$ cat src/rtl/prim_reqack_pkg.sv
// rtl/prim_reqack_pkg.sv - state encodings shared by the req/ack data FIFO
package prim_reqack_pkg;

  typedef enum logic [1:0] {
    S_IDLE     = 2'd0,
    S_ACK      = 2'd1,
    S_WAIT_LOW = 2'd2
  } src_state_e;

  typedef enum logic [1:0] {
    D_IDLE     = 2'd0,
    D_REQ      = 2'd1,
    D_WAIT_LOW = 2'd2
  } dst_state_e;

endpackage

$ cat src/rtl/prim_reqack_fifo_mem.sv
// rtl/prim_reqack_fifo_mem.sv - Width x Depth register array, one write port, async read
module prim_reqack_fifo_mem #(
  parameter int unsigned Width = 8,
  parameter int unsigned Depth = 4,
  parameter int unsigned AddrW = 2
) (
  input  logic             i_clk,
  input  logic             i_we,
  input  logic [AddrW-1:0] i_waddr,
  input  logic [Width-1:0] i_wdata,
  input  logic [AddrW-1:0] i_raddr,
  output logic [Width-1:0] o_rdata
);

  logic [Width-1:0] r_mem [Depth];

  // Contents are deliberately left unreset; occupancy is tracked by the controller.
  always_ff @(posedge i_clk) begin
    if (i_we) begin
      r_mem[i_waddr] <= i_wdata;
    end
  end

  assign o_rdata = r_mem[i_raddr];

endmodule

$ cat src/rtl/prim_reqack_data_fifo.sv
// rtl/prim_reqack_data_fifo.sv - req/ack handshaked data FIFO with source and destination FSMs
// Define PRIM_REQACK_DATA_FIFO_ERR_EN to compile in the sticky protocol checker on err_o.
module prim_reqack_data_fifo
  import prim_reqack_pkg::*;
#(
  parameter int unsigned Width  = 8,
  parameter int unsigned Depth  = 4,
  parameter bit          EnRzHs = 1'b0,
  localparam int unsigned CntW  = $clog2(Depth + 1)
) (
  input  logic            clk_i,
  input  logic            rst_i,
  input  logic            src_req_i,
  output logic            src_ack_o,
  input  logic [Width-1:0] data_i,
  output logic            dst_req_o,
  input  logic            dst_ack_i,
  output logic [Width-1:0] data_o,
  output logic [CntW-1:0] count_o,
  output logic            err_o
);

  localparam int unsigned    PtrW     = (Depth > 1) ? $clog2(Depth) : 1;
  localparam logic [PtrW-1:0] LastPtr = PtrW'(Depth - 1);
  localparam logic [CntW-1:0] FullCnt = CntW'(Depth);

  src_state_e      r_src_state;
  dst_state_e      r_dst_state;
  logic [PtrW-1:0] r_wr_ptr;
  logic [PtrW-1:0] r_rd_ptr;
  logic [CntW-1:0] r_count;
  logic            r_src_ack;
  logic            r_dst_req;
  logic            w_full;
  logic            w_write;
  logic            w_pop;
  logic [Width-1:0] w_rdata;

  assign w_full  = (r_count == FullCnt);
  assign w_write = (r_src_state == S_IDLE) && src_req_i && !w_full;
  assign w_pop   = (r_dst_state == D_REQ) && dst_ack_i;

  always_ff @(posedge clk_i or posedge rst_i) begin
    if (rst_i) begin
      r_src_state <= S_IDLE;
      r_wr_ptr    <= '0;
      r_src_ack   <= 1'b0;
    end else begin
      r_src_ack <= 1'b0;
      unique case (r_src_state)
        S_IDLE: begin
          if (w_write) begin
            r_src_state <= S_ACK;
            r_src_ack   <= 1'b1;
            r_wr_ptr    <= (r_wr_ptr == LastPtr) ? '0 : r_wr_ptr + PtrW'(1);
          end
        end
        S_ACK: begin
          r_src_state <= EnRzHs ? S_WAIT_LOW : S_IDLE;
        end
        S_WAIT_LOW: begin
          if (!src_req_i) begin
            r_src_state <= S_IDLE;
          end
        end
        default: r_src_state <= S_IDLE;
      endcase
    end
  end

  // dst_req_o is asserted only from D_REQ, so the head pointer is frozen while it is high.
  always_ff @(posedge clk_i or posedge rst_i) begin
    if (rst_i) begin
      r_dst_state <= D_IDLE;
      r_rd_ptr    <= '0;
      r_dst_req   <= 1'b0;
    end else begin
      unique case (r_dst_state)
        D_IDLE: begin
          if (r_count != '0) begin
            r_dst_state <= D_REQ;
            r_dst_req   <= 1'b1;
          end
        end
        D_REQ: begin
          if (dst_ack_i) begin
            r_dst_state <= EnRzHs ? D_WAIT_LOW : D_IDLE;
            r_dst_req   <= 1'b0;
            r_rd_ptr    <= (r_rd_ptr == LastPtr) ? '0 : r_rd_ptr + PtrW'(1);
          end
        end
        D_WAIT_LOW: begin
          if (!dst_ack_i) begin
            r_dst_state <= D_IDLE;
          end
        end
        default: begin
          r_dst_state <= D_IDLE;
          r_dst_req   <= 1'b0;
        end
      endcase
    end
  end

  always_ff @(posedge clk_i or posedge rst_i) begin
    if (rst_i) begin
      r_count <= '0;
    end else if (w_write && !w_pop) begin
      r_count <= r_count + CntW'(1);
    end else if (!w_write && w_pop) begin
      r_count <= r_count - CntW'(1);
    end
  end

  prim_reqack_fifo_mem #(
    .Width (Width),
    .Depth (Depth),
    .AddrW (PtrW)
  ) u_mem (
    .i_clk   (clk_i),
    .i_we    (w_write),
    .i_waddr (r_wr_ptr),
    .i_wdata (data_i),
    .i_raddr (r_rd_ptr),
    .o_rdata (w_rdata)
  );

`ifdef PRIM_REQACK_DATA_FIFO_ERR_EN
  logic r_blocked;
  logic r_err;
  logic w_src_err;
  logic w_dst_err;

  // A source that abandons a request it was held off on has violated the handshake.
  assign w_src_err = r_blocked && (r_src_state == S_IDLE) && !src_req_i;
  assign w_dst_err = dst_ack_i && (r_dst_state != D_REQ) &&
                     !(EnRzHs && (r_dst_state == D_WAIT_LOW));

  always_ff @(posedge clk_i or posedge rst_i) begin
    if (rst_i) begin
      r_blocked <= 1'b0;
      r_err     <= 1'b0;
    end else begin
      r_blocked <= (r_src_state == S_IDLE) && src_req_i && w_full;
      r_err     <= r_err | w_src_err | w_dst_err;
    end
  end

  assign err_o = r_err;
`else
  assign err_o = 1'b0;
`endif

  assign src_ack_o = r_src_ack;
  assign dst_req_o = r_dst_req;
  assign data_o    = w_rdata;
  assign count_o   = r_count;

endmodule
$ cat config.mk
export PLATFORM = sky130hd
export DESIGN_NAME = prim_reqack_data_fifo
export DESIGN_NICKNAME = d
export VERILOG_FILES = /design/src/rtl/prim_reqack_pkg.sv /design/src/rtl/prim_reqack_fifo_mem.sv /design/src/rtl/prim_reqack_data_fifo.sv
export SDC_FILE = /design/constraint.sdc
export NUM_CORES = 1
export LEC_CHECK = 0
export ABC_AREA = 1
export BUFFER_PORTS_ARGS = -buffer_cell sky130_fd_sc_hd__buf_4
export CAP_MARGIN = 25
export CORE_MARGIN = 5
export CORE_UTILIZATION = 35
export CTS_CLUSTER_SIZE = 20
export DETAILED_ROUTE_END_ITERATION = 6
export PLACE_DENSITY = 0.59
export SLEW_MARGIN = 15
export SYNTH_ARGS = -nofsm -noshare
export SYNTH_HDL_FRONTEND = slang
export SYNTH_SLANG_ARGS = --single-unit
$ cat constraint.sdc
create_clock -name clk_i -period 2.14 [get_ports clk_i]
set_input_delay 0.107 -clock clk_i [delete_from_list [all_inputs] [get_ports clk_i]]
set_output_delay 0.107 -clock clk_i [all_outputs]
set_load 0.1 [all_outputs]
==> qor.txt <==
Crit path max fanout: 9
Antenna Nets Post-Route: 0
Crit path largest cell delay: 450 ps
Design area: 0.00222 mm2
# H-tree levels: 2
Die W: 82.7 um
FF-to-FF setup slack: 350 ps
Total CTS buffers: 5
Endpoints failing hold: 0
F_max: 0.559 GHz
Final period util: 83.6%
Total number of vias: 1,115
Largest net degree at the start of global routing: 34
FFs w/ async S/R, synth: 23.8%
Synthesized area: 0.00185 mm2
Fraction of layout cells with a size suffix above 1: 23.2%
GRT Max-Usage Layer: met2
First-pass GRT wire length: 4.99 mm
Initial DRC count: 45
Layout fillers: 482
CP Cell Sequence: nor2_2 > nand2_2 > nand2_4 > inv_1 > ha_1 > inv_1 > fa_1 > nand2_1 > nand2_1
Max cap viols: 0
GR Util met3: 3.47%
DR WL/cell: 11.5 um
Setup Skew: 5.00 ps
Dpl cell area: 0.00210 mm2
Area delta synth->final: 20.1%
Most common cell in the netlist: nand2_1
Core area: 0.00511 mm2
Die area: 0.00684 mm2
CP arrival: 1970 ps
Met1 usage: 10.6%
Top-area cell type share of the netlist area: 51.9%
Post-Route WL: 3.04 mm
Synth cell types: 20
Vias per inst: 4.22
Post-synth top cells: 38 x nand2_1, 32 x edfxtp_1, 32 x inv_1
# DRC: 0
WHS Path Cells: 1
Critical path class: flop to flop
Worst hold path type: input pin to flop
Gp weighted congestion: 0.768
Final Max Tran Viols: 0
Minimum clock period: 1790 ps
CTS tree: yes
Clock slew at reported path FFs: 80 ps
Hold path start: data_i[3]
Cell count after synthesis: 162
Initial antenna violation count: 0
Critical path required time: 2320 ps
Syn nets: 181
Synth warn: 0
Antenna cells: 0
Critical Path Sink Type: flop
Global route overflow: 0
Worst path top cell family by delay: adder cells
Slowest cell on the critical path: dfrtp_2
Dominant cells by area after synthesis: edfxtp_1 52%, dfrtp_1 14%, nand2_1 7.7%
Area leader, netlist: edfxtp_1
# IOs: 26
Sequential cell area: 0.00121 mm2
# rows: 26
Nets: 212
Sequential-to-total area share from yosys stat: 65.4%
Most used DFF post-synth: edfxtp_1
Initial core utilization: 36.2%
Status: completed
Clock sinks: 42
Vias in the first global route: 1,111
Hold endpoint: u_mem.r_mem[3][3]
Clk Tree Root Cell: clkbuf_8
EDFF count, synth: 32
Drt first pass iters: 4
Mean Syn Cell Area: 11.4 um2
Setup Buffers After CTS: 0
Setup TNS: 0 ps
CP startpoint kind: flop
Post-DP HPWL: 2.13 mm
Setup violations, final: 0
RSZ-0062 raised after global routing: false
Gr usage total: 10.2%
RR Startpoint: count_o[0]
Clock buffer depth: 2
Die height: 82.7 um
FF-to-FF path depth: 9
R2r endpoint: count_o[1]
GR Layer Usage met2: 18.5%
Buffers on Ports: 24
Footprint of the multi-input gates: 463 um2
Synthesis-stage register bit count: 42
Clk_lat worst skew: 290 ps
Worst path bufs/invs: 2
sequential cells by signal, summed over array words and instances, names as in the netlist:
signal and flops:
count_o 3, dst_req_o 1, r_rd_ptr 2, r_src_state 1, r_wr_ptr 2, src_ack_o 1
u_mem.r_mem 32
worst max-delay path by stage:
stage               start         end  slack [ps]  depth (start not counted)
2_1_floorplan   dst_req_o  count_o[1]         140                          6
3_3_place_gp   count_o[0]  count_o[1]         400                          9
3_5_place_dp   count_o[0]  count_o[1]         340                          9
4_1_cts        count_o[0]  count_o[1]         340                          9
5_1_grt        count_o[0]  count_o[2]         250                         12
6_report       count_o[0]  count_o[1]         350                          9
cell type report:
type,instances,area share (%)
clock buffers,5,3.10
clock inverters,3,1.80
inverters,34,5.74
multi-input cells,81,20.8
flip-flops and latches,42,54.7
well taps,70,3.94
repair buffers,29,9.91
per-stage QoR:
stage                     instances  util, %  worst slack (ps)  hold slack [ps]
after CTS                       264     43.5               338             6.75
after global routing            264     43.5               246             4.39
after global placement          255     41.2               396              113
after detailed placement        255     41.2               342              116
after floorplan                 162        -               139            -53.0
final                           264     43.5               351             21.0
layout by cell type, fill, tap and decap left out, types with 2 or more instances in the layout:
master    instances
nand2_1          38
inv_1            32
edfxtp_1         32
buf_4            28
o211ai_1         16
nor2_1            7
dfrtp_1           7
ha_1              6
clkbuf_8          5
nand3_1           3
dfrtp_2           3
nor2_2            2
inv_2             2
o21ai_0           2
clkinv_2          2
kinds of logic after synthesis:
kind of cell               share of synthesized area, %
and+or+nand+nor                                    11.9
DFF                                                65.4
buffers and inverters                              9.53
AOI/OAI and AO/OA                                  7.30
adders and majority gates                          5.14
xor gates and xnor gates                          0.473
other                                             0.203
metal layers:
| layer | vias to the layer above | share of wire [%] | wire, um |
|---|---|---|---|
| met2 | 13 | 53 | 1620 |
| li1 | 587 | - | - |
| met3 | 2 | 3.5 | 106 |
| met1 | 513 | 42 | 1280 |
| met5 | - | 0 | 0 |
| met4 | 0 | 0.82 | 25 |
what timing repair did:
item	in CTS	in global routing
hold buffers	1	0
resized for setup	0	0
endpoints found under the hold margin	10	0
Power is left out: the tool's default activity adds up to more than one toggle a clock period on the data nets, which glitch-free logic cannot reach.
